<file path="src/rtl/fine_code_lock_monitor.sv">
// Re-times the asynchronous fine-tune code into ref_clk through a two-sample stability filter,
// declares frequency lock when the code dwells inside a window, and flags codes near either rail.
module fine_code_lock_monitor #(
   parameter int CODE_W      = 8,
   parameter int TICK_SHIFT  = 8,
   parameter int RAIL_MARGIN = 16
) (
   input  logic              ref_clk,
   input  logic              rst_n,
   input  logic              en,
   input  logic [CODE_W-1:0] fine_code_in,
   input  logic [3:0]        lock_tol,
   input  logic [7:0]        lock_len,
   input  logic              hold_on_lock,
   output logic [CODE_W-1:0] fine_code_out,
   output logic              code_upd,
   output logic              locked,
   output logic              lock_lost,
   output logic              rail_hi,
   output logic              rail_lo
);

   localparam int DW          = CODE_W + 1;
   localparam int RAIL_HI_INT = (1 << CODE_W) - RAIL_MARGIN;
   localparam logic [CODE_W-1:0] CODE_RST   = {1'b1, {(CODE_W-1){1'b0}}};
   localparam logic [CODE_W:0]   RAIL_HI_TH = RAIL_HI_INT[CODE_W:0];
   localparam logic [CODE_W:0]   RAIL_LO_TH = RAIL_MARGIN[CODE_W:0];

   typedef enum logic [1:0] {ST_IDLE, ST_ACQ, ST_LOCKED} state_t;

   state_t                state;
   logic [CODE_W-1:0]     s1;
   logic [CODE_W-1:0]     s2;
   logic [CODE_W-1:0]     acc;
   logic [CODE_W-1:0]     anchor;
   logic [CODE_W-1:0]     frz;
   logic [7:0]            run_cnt;
   logic [TICK_SHIFT-1:0] tick_cnt;
   logic                  tick;
   logic                  accept;
   logic [CODE_W:0]       dev;
   logic [4:0]            tol_x2;
   logic                  out_of_win;
   logic                  out_of_hyst;

   function automatic logic [CODE_W:0] abs_diff(input logic [CODE_W-1:0] a,
                                                 input logic [CODE_W-1:0] b);
      logic signed [CODE_W+1:0] d;
      d = $signed({2'b00, a}) - $signed({2'b00, b});
      if (d < 0) d = -d;
      return d[CODE_W:0];
   endfunction

   function automatic logic [7:0] sat_inc(input logic [7:0] v);
      return (v == 8'hFF) ? v : v + 8'd1;
   endfunction

   // A code is taken only after two identical consecutive samples, so a bus caught mid-transition
   // or a single-cycle transient never reaches acc.
   assign accept      = (s1 == s2) && (s2 != acc);
   assign tick        = &tick_cnt;
   assign dev         = abs_diff(acc, anchor);
   assign tol_x2      = {lock_tol, 1'b0};
   assign out_of_win  = code_upd && (dev > DW'(lock_tol));
   assign out_of_hyst = code_upd && (dev > DW'(tol_x2));

   // Stage: synchroniser, acceptance, tick timer and rail flags
   always_ff @(posedge ref_clk or negedge rst_n) begin
      if (!rst_n) begin
         s1       <= CODE_RST;
         s2       <= CODE_RST;
         acc      <= CODE_RST;
         code_upd <= 1'b0;
         tick_cnt <= '0;
         rail_hi  <= 1'b0;
         rail_lo  <= 1'b0;
      end else begin
         s1       <= fine_code_in;
         s2       <= s1;
         code_upd <= accept;
         if (accept) acc <= s2;
         tick_cnt <= tick_cnt + 1'b1;
         rail_hi  <= ({1'b0, acc} >= RAIL_HI_TH);
         rail_lo  <= ({1'b0, acc} <  RAIL_LO_TH);
      end
   end

   // Stage: lock state machine and oscillator code register
   always_ff @(posedge ref_clk or negedge rst_n) begin
      if (!rst_n) begin
         state         <= ST_IDLE;
         run_cnt       <= '0;
         anchor        <= CODE_RST;
         frz           <= CODE_RST;
         fine_code_out <= CODE_RST;
         locked        <= 1'b0;
         lock_lost     <= 1'b0;
      end else begin
         lock_lost <= 1'b0;
         if (!en) begin
            state         <= ST_IDLE;
            run_cnt       <= '0;
            anchor        <= acc;
            locked        <= 1'b0;
            fine_code_out <= acc;
         end else begin
            case (state)
               ST_IDLE: begin
                  state         <= ST_ACQ;
                  run_cnt       <= '0;
                  anchor        <= acc;
                  locked        <= 1'b0;
                  fine_code_out <= acc;
               end
               ST_ACQ: begin
                  locked        <= 1'b0;
                  fine_code_out <= acc;
                  // A re-anchor wins over both a coincident tick and a pending lock.
                  if (out_of_win) begin
                     anchor  <= acc;
                     run_cnt <= '0;
                  end else begin
                     if (tick) run_cnt <= sat_inc(run_cnt);
                     if ((lock_len != 8'd0) && (run_cnt >= lock_len)) begin
                        state  <= ST_LOCKED;
                        frz    <= acc;
                        locked <= 1'b1;
                     end
                  end
               end
               ST_LOCKED: begin
                  if (out_of_hyst) begin
                     state         <= ST_ACQ;
                     lock_lost     <= 1'b1;
                     locked        <= 1'b0;
                     anchor        <= acc;
                     run_cnt       <= '0;
                     fine_code_out <= acc;
                  end else begin
                     locked        <= 1'b1;
                     fine_code_out <= hold_on_lock ? frz : acc;
                  end
               end
               default: begin
                  state         <= ST_IDLE;
                  locked        <= 1'b0;
                  fine_code_out <= acc;
               end
            endcase
         end
      end
   end

endmodule

</file>
<file path="config.mk">
export PLATFORM = sky130hd
export DESIGN_NAME = fine_code_lock_monitor
export DESIGN_NICKNAME = d
export VERILOG_FILES = /design/src/rtl/fine_code_lock_monitor.sv
export SDC_FILE = /design/constraint.sdc
export NUM_CORES = 1
export LEC_CHECK = 0
export CAP_MARGIN = 20
export CORE_MARGIN = 2
export CORE_UTILIZATION = 52
export DETAILED_ROUTE_END_ITERATION = 10
export PLACE_DENSITY = 0.85
export RECOVER_POWER = 100
export SLEW_MARGIN = 40
export SYNTH_ARGS = -nofsm -noshare
export SYNTH_HDL_FRONTEND = slang
export SYNTH_SLANG_ARGS = --single-unit
export TNS_END_PERCENT = 30
</file>
<file path="constraint.sdc">
create_clock -name ref_clk -period 4 [get_ports ref_clk]
set_clock_uncertainty 0.15 [all_clocks]
set_input_delay 0.4 -clock ref_clk [delete_from_list [all_inputs] [get_ports ref_clk]]
set_output_delay 0.4 -clock ref_clk [all_outputs]
set_load 0.02 [all_outputs]
</file>
# == Yosys cells after proc, flatten, opt, wreduce, memory -nomap -nowiden ==
# Cells that the tools add are included.
# classes
n_addsub,4
n_lt_le_gt_ge,6
n_eq_ne,12
muxes,28
n_bitwise,1
reduce_logical,11
# op_table
op,n
$mux 8,12
$pmux 8 s3,2
$add 8x1->8 const B,2
$ne 3x3->1 const B,4
$gt 9x4->1,1
$gt 9x5->1,1
$lt 9x1->1 const B,1
$mux 9,1
$neg 9->9,1
$sub 8x8->9,1
$eq 8x8->1,1
$eq 8x8->1 const B,1
$ge 8x8->1,1
$ge 8x8->1 const B,1
$lt 8x5->1 const B,1
$mux 2,4
$ne 4x4->1 const B,2
$ne 8x8->1,1
$reduce_and 4->1,2
$reduce_and 8->1,1
$reduce_bool 8->1,1
$mux 1,7
$pmux 2 s3,1
$reduce_and 3->1,2
7 further kinds,10
# totals
register_bits,71
in_bits,24
out_inout_bits,13
elab_cells,76

# == Logic depth before layout (Yosys ltp) ==
# depth
word_depth,8
ltp_mapped,20
mapped_depth_nobuf,19

# == Worst setup path after synthesis ==
# Ideal clock, no wire load.
# synth_timing
path_kind,register to register
from,reg acc[0]
to,reg anchor[5]
arrival_time_ns,4.029
t_required_ns,3.722
path_slack_ns,-0.306
path_stages_with_launch,20
period_less_slack_ns,4.306
cell_sequence,dfrtp_1 inv_1 ha_1 fa_1 nor2b_1 o221ai_1 a22oi_1 nor2_1 xnor2_1 ha_1 nor2b_1 o21a_1 o21a_1 o22ai_1 o2111ai_1 a31oi_4 a21o_4 o21ba_4 buf_8 mux2_1
# synth_between
elab_chain_cells,7
word_cells_on_any_way,11
classes_between,add/sub: 2; order compare: 3; eq/ne: 2; mux: 1; reduce/logical: 3
# synth_lines
item,line,source
start: declaration,34,logic [CODE_W-1:0] acc;
start signal: assignment,72,acc <= CODE_RST;
start signal: assignment,81,if (accept) acc <= s2;
$sub 8x8->9 (*),49,"d = $signed({2'b00, a}) - $signed({2'b00, b});"
$neg 9->9 or $lt 9x1->1 (tied branches),50,if (d < 0) d = -d;
$mux 9 (*),50,
$gt 9x4->1 or $gt 9x5->1 (tied branches),"64, 65",
"$logic_and 1x1->1, on equally long branches","64, 65",
$ne 3x3->1 (no source line),n/a,
$reduce_and 3->1 (no source line) (*),n/a,
end signal: assignment,93,anchor <= CODE_RST;
end signal: assignment,103,anchor <= acc;
end signal: assignment,111,anchor <= acc;
end: declaration,35,logic [CODE_W-1:0] anchor;
# Mark *: on every way between the ends. The rest lies on a longest branch, timed or not.
# A chain may end at the register's enable or synchronous reset.

# == Worst setup path after layout ==
# layout_timing
from,reg anchor[0]
to,reg run_cnt[5]
# layout_between
elab_chain_cells,8
word_cells_on_any_way,15
classes_between,add/sub: 2; order compare: 3; eq/ne: 3; mux: 4; reduce/logical: 3
# layout_lines
item,line,source
$sub 8x8->9 (*),49,
$neg 9->9 or $lt 9x1->1 (tied branches),50,
$mux 9 (*),50,
$gt 9x4->1,64,assign out_of_win = code_upd && (dev > DW'(lock_tol));
$logic_and 1x1->1,64,
$mux 8,119,if (out_of_win) begin
$pmux 8 s3,107,case (state)
$mux 8,100,if (!en) begin
end signal: assignment,123,if (tick) run_cnt <= sat_inc(run_cnt);
end: declaration,37,logic [7:0] run_cnt;
# Marks and branches as above.

==> metrics <==
status=finished with violations; failing checks=negative setup slack; sequential share of power=between 20% and 30%; Post-Synthesis Cell Area=~3900 sq um; CP Capture Type=flip-flop; cell type with the highest aggregate area in the netlist=sky130_fd_sc_hd__dfrtp_1; Critical Path AT=~4.2 ns; fraction of met1 tracks used by global routing=approximately a quarter; RSZ-0062 raised after global routing=yes; number of enable-type register cells in the synthesized netlist=0; CTS Buf Count=9; Logic pwr share=a little under three fifths; number of I/O port buffers=36; total number of clock tree sinks=71; fraction of registers with async set or reset after synthesis=100%; Worst Path Max Fanout=8; final WL=just under 9000 um; Slew Limit Headroom=~5%; Synth Area in Simple Gates=11.8%; # Max-Cap Violations=0; CTS tree=built; worst path cell trace=ha_4 > fa_2 > nor2b_2 > o221ai_2 > a22oi_2 > buf_4 > a21oi_2 > ha_1 > nor2b_1 > o21ai_1 > nand2b_1 > a21oi_2 > a41oi_2 > a211oi_2 > buf_4 > o211a_4 > or4_4 > a21oi_2; yosys warns=0; most common cell in the netlist=sky130_fd_sc_hd__dfrtp_1; Area growth syn-to-layout=29.1%; number of global-route vias before repair=around 3,100; global-route track usage on met2=36.9%; final max-slew violation count=0; pin count of the biggest net entering global routing=between 40 and 50; detail-routed net length per standard cell=around 17 um; category of the most critical setup path=reg2reg; count of vias placed by the detailed router=between 3,000 and 4,000; reported net switching power=~0.0012 W; worst hold margin=between 0.2 and 0.25 ns; standard-cell row count=31; critical path required time=between 4 and 5 ns; startpoint type of the worst setup path=flip-flop; die height=around 90 um; portion of synthesized cell area occupied by the leading cell type=between 40% and 50%; highest-utilization routing layer at the global route stage=met2; Worst path most repeated cell=sky130_fd_sc_hd__a21oi_2; sequential area share after synthesis=a little under half; final estimated routing congestion in global placement=roughly 0.84; fraction of synthesized area in multiplexers=under 10%; share of final-layout standard cells stronger than drive strength 1=31.3%; clock-pin slew on the worst setup and hold paths=about 0.080 ns; leak pwr=~2.3 nW; synthesized area per cell=around 11 sq um; post-synthesis adder-cell area fraction=between 10 and 15%; final number of hold-violating endpoints=0; Power Internal=between 0.0015 and 0.002 W; GR Overflow Total=0; depth of the CTS H-tree=3; Critical Path Source=anchor[0]; Top-Level Pins=37; count of state elements after synthesis=71; largest family of logic cells by synthesized area=compound AO/OA/AOI/OAI gates; starting density of the core=a little over half; met3 layer usage reported by global route=between 3 and 4%; share of the synthesized area in compound gates (AO/OA/AOI/OAI)=between 10% and 20%; initial antenna violation count=0; RR Startpoint=anchor[0]; total inserted antenna cells=0; final routed DRC violation total=0; class of the most critical hold timing path=reg2reg; drt first pass iters=4; Finished Cell Area=approximately 5100 sq um; die area=around 8300 sq um; clock latency of the later-clocked register in the worst-skew pair=about 0.35 ns; maximum VDD drop=roughly 0.00031 V; xor and xnor area share after synthesis=around 6.4%; maximum clock insertion buffer count=2; time the final worst path needs with I/O delays and setup=4.09 ns; post-layout worst setup margin=-0.0900 ns; launch instance of the worst min-delay path=s1[7]; cell area after placement=4570 sq um; DP HPWL=~5900 um; chip width=roughly 91 um; NumNets Final=482; root buf cell=sky130_fd_sc_hd__clkbuf_8; portion of the clock cycle consumed by the worst path in the final layout=102%; Synth Net Count=approximately 400; biggest cell delay along the critical path=between 0.5 and 0.6 ns; total power divided by cell area=around 630 nW/um^2; Iter 0 DRT Violations=between 200 and 300; number of nets with antenna violations after routing=0; Area contributors post-synth=sky130_fd_sc_hd__dfrtp_1 41%, sky130_fd_sc_hd__ha_1 9.5%, sky130_fd_sc_hd__mux2_2 7.4%, sky130_fd_sc_hd__dfstp_2 4.0%, sky130_fd_sc_hd__xnor2_1 3.1%; highest attainable clock frequency=244 MHz; worst slew pin tran=1.42 ns; GRT Resource Usage Total=a little over a fifth; most used flip-flop cell after synthesis=sky130_fd_sc_hd__dfrtp_1; Via-to-Cell Ratio=around 5.7; fraction of power spent switching nets=38.9%; Worst path slowest cell=sky130_fd_sc_hd__or4_4; Setup-failing EPs final=23; wire length of the first global-routing pass=about 14,000 um; number of instances in the synthesized netlist=around 350; most common library cells after synthesis=65 x sky130_fd_sc_hd__dfrtp_1, 30 x sky130_fd_sc_hd__ha_1, 30 x sky130_fd_sc_hd__inv_1; number of distinct library cell variants in the gate-level netlist after synthesis=65; CORE AREA=about 7300 sq um; fraction of power consumed by the clock network=18.7%
==> sequential cells by signal, summed over array words and instances, names as in the netlist, 2 cells and up <==
name	cells
fine_code_out	8
tick_cnt	8
run_cnt	8
frz	8
acc	8
s1	8
s2	8
state	2
anchor	8
==> worst paths after layout <==
kind	end	slack (ns)	cells after the start
min in group asynchronous	state[0]	0.75	2
worst max-delay path	run_cnt[5]	-0.09	18
worst min register to register	s2[7]	0.24	0
worst min-delay path	s2[7]	0.24	0
max in group asynchronous	run_cnt[5]	1.19	3
worst max register to register	run_cnt[5]	-0.09	18
==> layout by cell type, fill, tap and decap left out, types with 3 or more instances in the layout <==
| master | n |
|---|---|
| sky130_fd_sc_hd__xor2_1 | 13 |
| sky130_fd_sc_hd__dfstp_2 | 5 |
| sky130_fd_sc_hd__nand4_1 | 3 |
| sky130_fd_sc_hd__dfrtp_1 | 65 |
| sky130_fd_sc_hd__nor3_1 | 5 |
| sky130_fd_sc_hd__or4_4 | 4 |
| sky130_fd_sc_hd__o21ai_0 | 10 |
| sky130_fd_sc_hd__buf_4 | 33 |
| sky130_fd_sc_hd__nand2_1 | 16 |
| sky130_fd_sc_hd__xnor2_1 | 14 |
| sky130_fd_sc_hd__nand3_1 | 12 |
| sky130_fd_sc_hd__nor2_1 | 8 |
| sky130_fd_sc_hd__mux2_1 | 3 |
| sky130_fd_sc_hd__clkdlybuf4s50_1 | 14 |
| sky130_fd_sc_hd__o21a_1 | 6 |
| sky130_fd_sc_hd__clkbuf_8 | 10 |
| sky130_fd_sc_hd__dlygate4sd3_1 | 22 |
| sky130_fd_sc_hd__a21oi_1 | 5 |
| sky130_fd_sc_hd__ha_4 | 3 |
| sky130_fd_sc_hd__inv_1 | 29 |
| sky130_fd_sc_hd__ha_1 | 27 |
| sky130_fd_sc_hd__a21oi_2 | 8 |
| sky130_fd_sc_hd__a211oi_1 | 3 |
| sky130_fd_sc_hd__clkbuf_1 | 3 |
| sky130_fd_sc_hd__a21o_1 | 5 |
| sky130_fd_sc_hd__mux2_4 | 3 |
| sky130_fd_sc_hd__mux2_2 | 23 |
| sky130_fd_sc_hd__nor4_1 | 5 |
==> routing by layer <==
layer  routed length, um  share of wire [%]
met1                3640                 41
met2                4540                 51
met3                 380                4.3
met4                 273                3.1
met5                   0                  0
==> repair_timing <==
action	CTS	global route
endpoints found under the setup margin	30	34
gates resized for setup	5	38
setup buffers	9	11
endpoints found under the hold margin	26	0
pin swaps	14	17
hold buffers	1	0
==> critical path, delay by kind of cell, from the launching register on <==
family / cells / cell delay (ns)
adder cells (fa/ha/maj): 3 / 0.83
buffers and inverters: 2 / 0.34
flip-flops: 1 / 0.42
AO/OA/AOI/OAI: 9 / 1.35
AND/OR/NAND/NOR: 4 / 0.92
==> final cells by class <==
cell class,instances,area [sq um]
clock inverter,6,67.6
sequential,71,1780
inverter,30,113
tap,99,124
clock buffer,10,138
multi-input combinational,239,2190
fill,536,2200
timing repair buffer,76,671
==> cell families (layout without fill, tap and decap cells) <==
kind of cell | Yosys count | in the layout
multiplexers | 30 | 30
AND/OR/NAND/NOR | 80 | 80
flip-flops | 71 | 71
AO/OA/AOI/OAI | 70 | 70
buffers and inverters | 36 | 122
adder cells (fa/ha/maj) | 31 | 31
XOR/XNOR | 28 | 28
==> metrics by stage <==
step / std cells / total power, W / utilization [%] / setup WS (ns) / TNS (ns)
2_1_floorplan: 346 / 0.00185 / - / 0.00962 / 0
3_5_place_dp: 495 / 0.00218 / 62.7 / -0.138 / -1.90
5_1_grt: 531 / 0.00336 / 69.8 / -0.256 / -5.95
4_1_cts: 521 / 0.00289 / 66.7 / 0.00257 / 0
3_3_place_gp: 495 / 0.00210 / 62.7 / 0.0543 / 0
6_report: 531 / 0.00320 / 69.8 / -0.0900 / -0.865
==> power groups by stage <==
stage	Sequential, W	Clock, W	Combinational, W
after floorplan	0.000855	0	0.000997
after global placement	0.000835	0	0.00127
after detailed placement	0.000838	0	0.00134
after CTS	0.000823	0.000605	0.00146
after global routing	0.000830	0.000634	0.00190
final	0.000822	0.000598	0.00178
No activity file was read; power rests on OpenSTA's default activity.
